===== src/rtl/video_timing_pattern_gen.sv =====
// Video timing generator: pixel enable, H/V counters, blank/sync/DE flags and a
// selectable RGB test pattern, all outputs one pixel behind the internal counters.
module video_timing_pattern_gen #(
  parameter int H_TOTAL       = 638,
  parameter int H_BLANK_START = 529,
  parameter int H_SYNC_START  = 544,
  parameter int H_SYNC_END    = 590,
  parameter int COLOR_W       = 8,
  parameter int FRAME_W       = 16,
  parameter int SCROLL_STEP   = 6
) (
  input  logic                   clk,
  input  logic                   reset,
  input  logic                   pal,
  input  logic                   scandouble,
  input  logic [2:0]             pattern,
  input  logic                   scroll_en,
  input  logic [3*COLOR_W-1:0]   solid_rgb,
  output logic                   ce_pix,
  output logic [9:0]             hcount,
  output logic [9:0]             vcount,
  output logic [FRAME_W-1:0]     frame,
  output logic                   HBlank,
  output logic                   HSync,
  output logic                   VBlank,
  output logic                   VSync,
  output logic                   de,
  output logic [3*COLOR_W-1:0]   video
);

  localparam logic [9:0] H_LAST = 10'(H_TOTAL - 1);
  localparam logic [9:0] HBS    = 10'(H_BLANK_START);
  localparam logic [9:0] HSS    = 10'(H_SYNC_START);
  localparam logic [9:0] HSE    = 10'(H_SYNC_END);
  localparam int RAMP_UP = (COLOR_W >= 8) ? COLOR_W - 8 : 0;
  localparam int RAMP_DN = (COLOR_W < 8) ? 8 - COLOR_W : 0;
  localparam logic [COLOR_W-1:0] ZERO = '0;
  localparam logic [COLOR_W-1:0] FULL = '1;
  localparam logic [COLOR_W-1:0] MID  = {1'b1, {(COLOR_W-1){1'b0}}};

  logic                 r_ce;
  logic [9:0]           r_hc;
  logic [9:0]           r_vc;
  logic [9:0]           r_scroll;
  logic [FRAME_W-1:0]   r_frame;
  logic                 r_mode_pal;
  logic                 r_mode_sd;
  logic [2:0]           r_mode_pat;
  logic [9:0]           r_hcount;
  logic [9:0]           r_vcount;
  logic                 r_hblank;
  logic                 r_hsync;
  logic                 r_vblank;
  logic                 r_vsync;
  logic                 r_de;
  logic [3*COLOR_W-1:0] r_video;

  logic [9:0]           w_vlast;
  logic [9:0]           w_vb_set;
  logic [9:0]           w_vs_set;
  logic [9:0]           w_vs_clr;
  logic                 w_line_end;
  logic                 w_frame_end;
  logic                 w_hblank_nx;
  logic                 w_hsync_nx;
  logic                 w_vblank_nx;
  logic                 w_vsync_nx;
  logic                 w_de_nx;
  logic [7:0]           w_gsum;
  logic [COLOR_W-1:0]   w_ramp;
  logic [COLOR_W-1:0]   w_grey;
  logic [2:0]           w_bar;
  logic [3*COLOR_W-1:0] w_pix;

  // Left-justify an 8-bit ramp value into a COLOR_W channel.
  function automatic logic [COLOR_W-1:0] rampOf(input logic [7:0] v);
    return COLOR_W'((18'(v) << RAMP_UP) >> RAMP_DN);
  endfunction

  always_comb begin
    case ({r_mode_pal, r_mode_sd})
      2'b00: begin
        w_vlast = 10'd261; w_vb_set = 10'd240; w_vs_set = 10'd245; w_vs_clr = 10'd248;
      end
      2'b01: begin
        w_vlast = 10'd523; w_vb_set = 10'd480; w_vs_set = 10'd490; w_vs_clr = 10'd496;
      end
      2'b10: begin
        w_vlast = 10'd311; w_vb_set = 10'd300; w_vs_set = 10'd304; w_vs_clr = 10'd308;
      end
      default: begin
        w_vlast = 10'd623; w_vb_set = 10'd601; w_vs_set = 10'd609; w_vs_clr = 10'd617;
      end
    endcase
  end

  assign w_line_end  = (r_hc == H_LAST);
  assign w_frame_end = w_line_end && (r_vc == w_vlast);

  // Vertical flags only move at the HSync column; a set wins over a clear.
  assign w_hblank_nx = (r_hc == HBS) ? 1'b1 : (r_hc == 10'd0) ? 1'b0 : r_hblank;
  assign w_hsync_nx  = (r_hc == HSS) ? 1'b1 : (r_hc == HSE) ? 1'b0 : r_hsync;
  assign w_vblank_nx = (r_hc != HSS) ? r_vblank :
                       (r_vc == w_vb_set) ? 1'b1 : (r_vc == 10'd0) ? 1'b0 : r_vblank;
  assign w_vsync_nx  = (r_hc != HSS) ? r_vsync :
                       (r_vc == w_vs_set) ? 1'b1 : (r_vc == w_vs_clr) ? 1'b0 : r_vsync;
  assign w_de_nx     = ~w_hblank_nx & ~w_vblank_nx;

  assign w_gsum = r_hc[7:0] + r_scroll[7:0];
  assign w_ramp = rampOf(r_hc[7:0]);
  assign w_grey = rampOf(w_gsum);

  always_comb begin
    w_pix = '0;
    w_bar = 3'b000;
    case (r_hc[8:6])
      3'd0:    w_bar = 3'b111;
      3'd1:    w_bar = 3'b110;
      3'd2:    w_bar = 3'b011;
      3'd3:    w_bar = 3'b010;
      3'd4:    w_bar = 3'b101;
      3'd5:    w_bar = 3'b100;
      3'd6:    w_bar = 3'b001;
      default: w_bar = 3'b000;
    endcase
    case (r_mode_pat)
      3'd0: begin
        case (r_vc[4:2])
          3'd0:    w_pix = {w_ramp, ZERO, ZERO};
          3'd1:    w_pix = {ZERO, w_ramp, ZERO};
          3'd2:    w_pix = {ZERO, ZERO, w_ramp};
          3'd3:    w_pix = {w_ramp, w_ramp, w_ramp};
          default: w_pix = {MID, MID, MID};
        endcase
      end
      3'd1:    w_pix = {{COLOR_W{w_bar[2]}}, {COLOR_W{w_bar[1]}}, {COLOR_W{w_bar[0]}}};
      3'd2:    w_pix = (r_hc[4] ^ r_vc[4]) ? {FULL, FULL, FULL} : '0;
      3'd3:    w_pix = solid_rgb;
      3'd4:    w_pix = {w_grey, w_grey, w_grey};
      default: w_pix = '0;
    endcase
  end

  // Mode inputs are sampled only at the last pixel of a frame so a frame is never mixed.
  always_ff @(posedge clk) begin
    if (reset) begin
      r_ce       <= 1'b0;
      r_hc       <= '0;
      r_vc       <= '0;
      r_frame    <= '0;
      r_scroll   <= '0;
      r_mode_pal <= pal;
      r_mode_sd  <= scandouble;
      r_mode_pat <= pattern;
    end else begin
      r_ce <= r_mode_sd ? 1'b1 : ~r_ce;
      if (r_ce) begin
        if (w_line_end) begin
          r_hc <= '0;
          if (w_frame_end) begin
            r_vc       <= '0;
            r_frame    <= r_frame + FRAME_W'(1);
            r_mode_pal <= pal;
            r_mode_sd  <= scandouble;
            r_mode_pat <= pattern;
            if (scroll_en) r_scroll <= r_scroll + 10'(SCROLL_STEP);
          end else begin
            r_vc <= r_vc + 10'd1;
          end
        end else begin
          r_hc <= r_hc + 10'd1;
        end
      end
    end
  end

  always_ff @(posedge clk) begin
    if (reset) begin
      r_hcount <= '0;
      r_vcount <= '0;
      r_hblank <= 1'b0;
      r_hsync  <= 1'b0;
      r_vblank <= 1'b0;
      r_vsync  <= 1'b0;
      r_de     <= 1'b0;
      r_video  <= '0;
    end else if (r_ce) begin
      r_hcount <= r_hc;
      r_vcount <= r_vc;
      r_hblank <= w_hblank_nx;
      r_hsync  <= w_hsync_nx;
      r_vblank <= w_vblank_nx;
      r_vsync  <= w_vsync_nx;
      r_de     <= w_de_nx;
      r_video  <= w_de_nx ? w_pix : '0;
    end
  end

  assign ce_pix = r_ce;
  assign hcount = r_hcount;
  assign vcount = r_vcount;
  assign frame  = r_frame;
  assign HBlank = r_hblank;
  assign HSync  = r_hsync;
  assign VBlank = r_vblank;
  assign VSync  = r_vsync;
  assign de     = r_de;
  assign video  = r_video;

endmodule


===== config.mk =====
export PLATFORM = sky130hd
export DESIGN_NAME = video_timing_pattern_gen
export DESIGN_NICKNAME = d
export VERILOG_FILES = /design/src/rtl/video_timing_pattern_gen.sv
export SDC_FILE = /design/constraint.sdc
export NUM_CORES = 1
export LEC_CHECK = 0
export BUFFER_PORTS_ARGS = -buffer_cell sky130_fd_sc_hd__buf_2
export CAP_MARGIN = 15
export CORE_MARGIN = 2
export CORE_UTILIZATION = 51
export CTS_CLUSTER_SIZE = 24
export DETAILED_ROUTE_END_ITERATION = 7
export PLACE_DENSITY = 0.77
export SLEW_MARGIN = 25
export SYNTH_ARGS = -nofsm -noshare
export SYNTH_HDL_FRONTEND = slang
export SYNTH_SLANG_ARGS = --single-unit

===== constraint.sdc =====
create_clock -name clk -period 2.6 [get_ports clk]
set_clock_uncertainty 0.05 [all_clocks]
set_input_delay 0.39 -clock clk [delete_from_list [all_inputs] [get_ports clk]]
set_output_delay 0.39 -clock clk [all_outputs]
set_load 0.005 [all_outputs]

==> impl_metrics.yaml, run 1 <==
synth:
  yosysSeqAreaShare_pct: 36.30
  async_reset_ff_share_pct: 0
  avgSynthCellArea_um2: 8.729
  synth_ff_type: "dfxtp_1"
  yosysTopAreaCell: "dfxtp_1"
  synth_common_cells: "93 x dfxtp_1, 72 x nor2_1, 39 x nand2_1, 34 x clkbuf_1, 28 x o21ai_0"
  syn_inst: 635
  yosysMostFrequentCell: "dfxtp_1"
  synth.distinct_cells: 72
  synth-seq-cells: 98
  synth_edf_count: 5
  syn_nets: 689
  yosysTopAreaCellShare_pct: 33.59
  syn_area_um2: 5543
  synth_area_leaders: "dfxtp_1 34%, nor2_1 4.9%, ha_1 4.7%"
  yosysWarnings: 0
critical_path:
  end_kind: "flop"
  crit_required_ps: 2830
  path_class: "reg -> reg"
  crit_fanout: 8
  arrival_ps: 2860
  worstSetupStartpointType: "flop"
  reg2regPathDepth: 8
die:
  die_area_um2: 11720
  die_x_um: 108.3
  rows: 38
  start_util_pct: 51.81
  die_y_um: 108.3
  core_um2: 10700
  io_pins: 98
grt:
  grt_max_degree: 54
  grt_pass1_vias: 4815
  antenna_found_initial: 0
  grt.total_usage_pct: 25.16
  grt_first_pass_wirelength_um: 23230
  grt_overflow: 0
min_path:
  hold_path.class: "in -> reg"
  hold_depth: 1
layout:
  finish.net_count: 795
  n_antenna_cell: 0
  syn_to_final_growth_pct: 24.72
  drive_gt1_share_pct: 28.69
  fillers: 851
  fin_cells: 886
clocking:
  cts_tree: "built"
  cts_sinks: 98
  clockBufferDepth: 2
  cts_buffers: 9
  worstSkewPairLatency_ps: 380
  hold_buffers: 0
  root_buffer: "clkbuf_8"
  h-tree-depth: 3
  clkTransAtPathRegs_ps: 100
timing:
  slew_headroom_pct: 53.09
  fin_crit_ps: 2629
  worst_slack_ps: -28.86
  max_freq_mhz: 380.4
  min_period_over_period_pct: 101.1
  maxSlewViolCount: 0
  tightest_slew_ps: 702.8
  grt_setup_unrepaired: "true"
  hold_violations: 0
  setup_violations: 5
drt:
  first_pass_iters: 6
  drt-total-wl_um: 15450
  drt_iter0_drc: 391
  via_per_inst: 5.919
  final_antenna_net_count: 0
  drc_errors: 0
  vias: 5244
  wl_per_cell_um: 17.44
placement:
  dp_slack_ps: -70.13
  portBuffers: 97
  detailed_place_hpwl_um: 10480
  dp_cells: 858
  finalWeightedCongestion: 0.9464
power:
  power_density_nw_per_um2: 458.3
  fin_total_pwr_mw: 3.168
  vdd_ir_drop_max_mv: 0.2616
  p_leak_nw: 2.919
status:
  violations: "negative setup slack"
  status: "finished, violations left"
flow_run:
  max_cap_violations: 0
## worst paths after layout
kind / from / end / slack (ps)
max: r_mode_pal$_DFFE_PP_ / r_scroll[3]$_SDFFE_PP0P_ / -30
min: pattern[1] / r_mode_pat[1]$_DFFE_PP_ / 130
max reg2reg: r_mode_pal$_DFFE_PP_ / r_scroll[3]$_SDFFE_PP0P_ / -30
min reg2reg: video[10]$_SDFFE_PP0P_ / video[10]$_SDFFE_PP0P_ / 400
## per-stage QoR
| step | instance area, um^2 | hold WS, ps | setup TNS [ps] | util, % |
|---|---|---|---|---|
| floorplan | 5545 | 396.0 | -59.60 | - |
| global placement | 6274 | 381.9 | 0 | 58.64 |
| detailed placement | 6274 | 387.0 | -211.4 | 58.64 |
| CTS | 6550 | 114.2 | -130.6 | 61.23 |
| global route | 6913 | 116.5 | -2227 | 64.62 |
| finish | 6913 | 126.6 | -110.2 | 64.62 |
## cells by family (layout without fill, tap and decap cells)
family	Yosys count	in the layout	share of synthesized area [%]
AO/OA/AOI/OAI	128	128	17.65
flip-flops	98	98	36.30
multiplexers	28	28	5.237
adder cells (fa/ha/maj)	22	22	5.102
AND/OR/NAND/NOR	249	249	24.06
XOR/XNOR	40	40	6.320
buffers and inverters	70	181	5.327
## worst max-delay path, stage by stage (launching register included)
cell and delay [ps]:
edfxtp_1 470, ha_4 200, or3_4 370, a2111oi_4 440
nand4_4 160, buf_12 170, buf_6 140, nor4_2 170
mux2_2 370
## where the power goes
part,internal (mW),switching (mW)
sequential,1.53,0.0205
combinational,0.124,0.164
clock,0.747,0.578
## cell usage in the layout, fill, tap and decap left out, types with 10 or more instances in the layout
cell type  count
buf_2         97
dfxtp_1       92
nor2_1        72
nand2_1       39
buf_4         39
o21ai_0       28
xnor2_1       22
a21oi_1       21
mux2i_1       20
ha_1          19
inv_1         18
and3_1        18
xor2_1        18
nand3_1       13
nand4_1       12
nor3_1        12
nor2b_1       10
nand2b_1      10
## routing by layer
layer / share of wire (%) / vias to the layer above / global-route usage [%]
met3: 7.3 / 39 / 4.822
met4: 2.7 / 0 / 10.62
li1: - / 2496 / -
met2: 47 / 209 / 41.28
met1: 43 / 2500 / 32.39
met5: 0 / - / 0
## repair_timing
item                                    in CTS  in global routing
setup buffers                                0                 11
pin swaps                                    1                 18
gates cloned                                 0                  1
endpoints found under the setup margin       5                 41
gates resized for setup                      1                 44
## flip-flops by register name, indices dropped and copies added (netlist names)
name	flops
HSync	1
r_mode_sd	1
r_mode_pat	3
ce_pix	1
vcount	10
r_scroll	7
VBlank	1
r_vc	10
hcount	10
frame	16
r_hc	10
de	1
r_mode_pal	1
HBlank	1
VSync	1
video	24
## area by class of cell
class	instances	area [um^2]	area share, %
Clock buffer	9	123.9	1.792
Clock inverter	7	146.4	2.118
Inverter	19	71.32	1.032
Multi-Input combinational cell	467	3443	49.81
Sequential cell	98	2013	29.12
Tap cell	140	175.2	2.534
Timing Repair Buffer	146	939.7	13.59
No activity file was read; power rests on OpenSTA's default activity.
==> run 2, diff against run 1 <==
--- a/config.mk
+++ b/config.mk
@@ -8,10 +8,9 @@
 export BUFFER_PORTS_ARGS = -buffer_cell sky130_fd_sc_hd__buf_2
 export CAP_MARGIN = 15
 export CORE_MARGIN = 2
-export CORE_UTILIZATION = 51
+export CORE_UTILIZATION = 40
 export CTS_CLUSTER_SIZE = 24
 export DETAILED_ROUTE_END_ITERATION = 7
-export PLACE_DENSITY = 0.77
 export SLEW_MARGIN = 25
 export SYNTH_ARGS = -nofsm -noshare
 export SYNTH_HDL_FRONTEND = slang
==> impl_metrics.yaml, run 2 (same netlist as run 1, synthesis figures left out) <==
power:
  power_density_nw_per_um2: 457.5
  p_leak_nw: 3.000
  vdd_ir_drop_max_mv: 0.2560
die:
  die_area_um2: 14810
  rows: 43
  io_pins: 98
  die_y_um: 121.7
  core_um2: 13720
  start_util_pct: 40.40
  die_x_um: 121.7
grt:
  grt_first_pass_wirelength_um: 24870
  grt_overflow: 0
  grt.total_usage_pct: 21.59
  grt_max_degree: 43
  grt_pass1_vias: 4967
  antenna_found_initial: 0
layout:
  largest_register_ffs: 24
  register_area_um2: 2013
  layout_commonest_cell: "buf_2"
  drive_gt1_share_pct: 29.66
  finish.net_count: 811
  fillers: 1301
  syn_to_final_growth_pct: 29.37
  layout_common_cells: "97 x buf_2, 92 x dfxtp_1, 71 x nor2_1"
  multiInputGateArea_um2: 3475
  fin_area_um2: 7171
drt:
  first_pass_iters: 5
  drt-total-wl_um: 16190
  wl_per_cell_um: 17.17
  drt_iter0_drc: 361
  via_per_inst: 5.505
  final_antenna_net_count: 0
  drc_errors: 0
  vias: 5191
status:
  violations: "negative setup slack"
  status: "finished, violations left"
flow_run:
  max_cap_violations: 0
clocking:
  clkTransAtPathRegs_ps: 70
  clockBufferDepth: 2
  cts_tree: "built"
  worstSkewPairLatency_ps: 350
  cts_sinks: 98
  h-tree-depth: 3
  cts_buffers: 9
  root_buffer: "clkbuf_16"
critical_path:
  path_buf_inv: 4
  worstSetupStartpointType: "flop"
  arrival_ps: 2680
  critPathTopFamily: "buffers and inverters"
  crit_fanout: 10
  cp_slowest_cell: "edfxtp_1"
  crit_path_max_incr_delay_ps: 480
  path_class: "reg -> reg"
  end_kind: "flop"
  path_cells: "ha_4, or3_4, a2111oi_4, buf_4, nand4_4, buf_4, buf_6, o21ai_4, buf_12"
  cpMostUsedCell: "buf_4"
  crit_required_ps: 2630
placement:
  portBuffers: 97
  dpl-instance-area_um2: 6386
  finalWeightedCongestion: 0.8890
  detailed_place_hpwl_um: 11500
  dp_slack_ps: -147.5
min_path:
  hold_path.class: "in -> reg"
timing:
  worst_slack_ps: -54.72
  fin_crit_ps: 2655
  tns_ps: -514.6
  maxSlewViolCount: 0
  min_period_over_period_pct: 102.1
  setup_violations: 15
  holdWs_ps: 158.8
  hold_violations: 0
  slew_headroom_pct: 52.86
  tightest_slew_ps: 706.4
  max_freq_mhz: 376.7
  grt_setup_unrepaired: "true"
==> run 2: changes by cell type in the layout (fill, tap and decap cells not counted), sizes merged <==
cell    change
clkinv      +4
inv         -2
buf        +15
clkbuf      +1
bufinv      -3
diode       +1
nand4       +1
==> run 2: repair_timing <==
| item | 4_1_cts | 5_1_grt |
|---|---|---|
| gates resized for setup | 12 | 32 |
| cloned | 1 | 1 |
| buffers inserted | 8 | 13 |
| setup endpoints to repair | 12 | 52 |
| hold buffers | 0 | 0 |
| endpoints found under the hold margin | 0 | 0 |
| pin swaps | 5 | 14 |
==> run 2: layer usage <==
metal,share of wire [%],global-route usage [%],routed length [um]
met5,0,0,0
met1,44,27.16,7162
met3,5.4,4.167,874
met2,49,37.15,7866
met4,1.8,7.184,286
==> run 2: power breakdown <==
part | switching, mW | total (mW) | internal [mW]
clock | 0.616 | 1.42 | 0.805
combinational | 0.167 | 0.301 | 0.135
sequential | 0.0232 | 1.56 | 1.54
==> run 2: final timing paths <==
kind,startpoint,end,slack [ps],depth (start not counted)
hold / removal,scandouble,r_mode_sd$_DFFE_PP_,160,1
setup reg to reg,r_mode_pal$_DFFE_PP_,r_mode_sd$_DFFE_PP_,-50,9
hold reg to reg,video[5]$_SDFFE_PP0P_,video[5]$_SDFFE_PP0P_,400,2
setup / recovery,r_mode_pal$_DFFE_PP_,r_mode_sd$_DFFE_PP_,-50,9
==> run 2: cell type report <==
class                           instances  share of cell area [%]
Multi-Input combinational cell        468                   48.46
Sequential cell                        98                   28.08
Timing Repair Buffer                  161                   14.94
Clock buffer                           10                   3.490
Tap cell                              180                   3.141
Inverter                               19                  0.9946
Clock inverter                          6                  0.8724
Antenna cell                            1                 0.03490
==> run 2: per-stage QoR <==
stage	std cells	power, mW	util (%)
floorplan	635	1.758	-
global placement	903	1.861	46.55
detailed placement	903	1.866	46.55
CTS	928	3.285	49.73
global route	942	3.396	52.25
finish	943	3.280	52.27
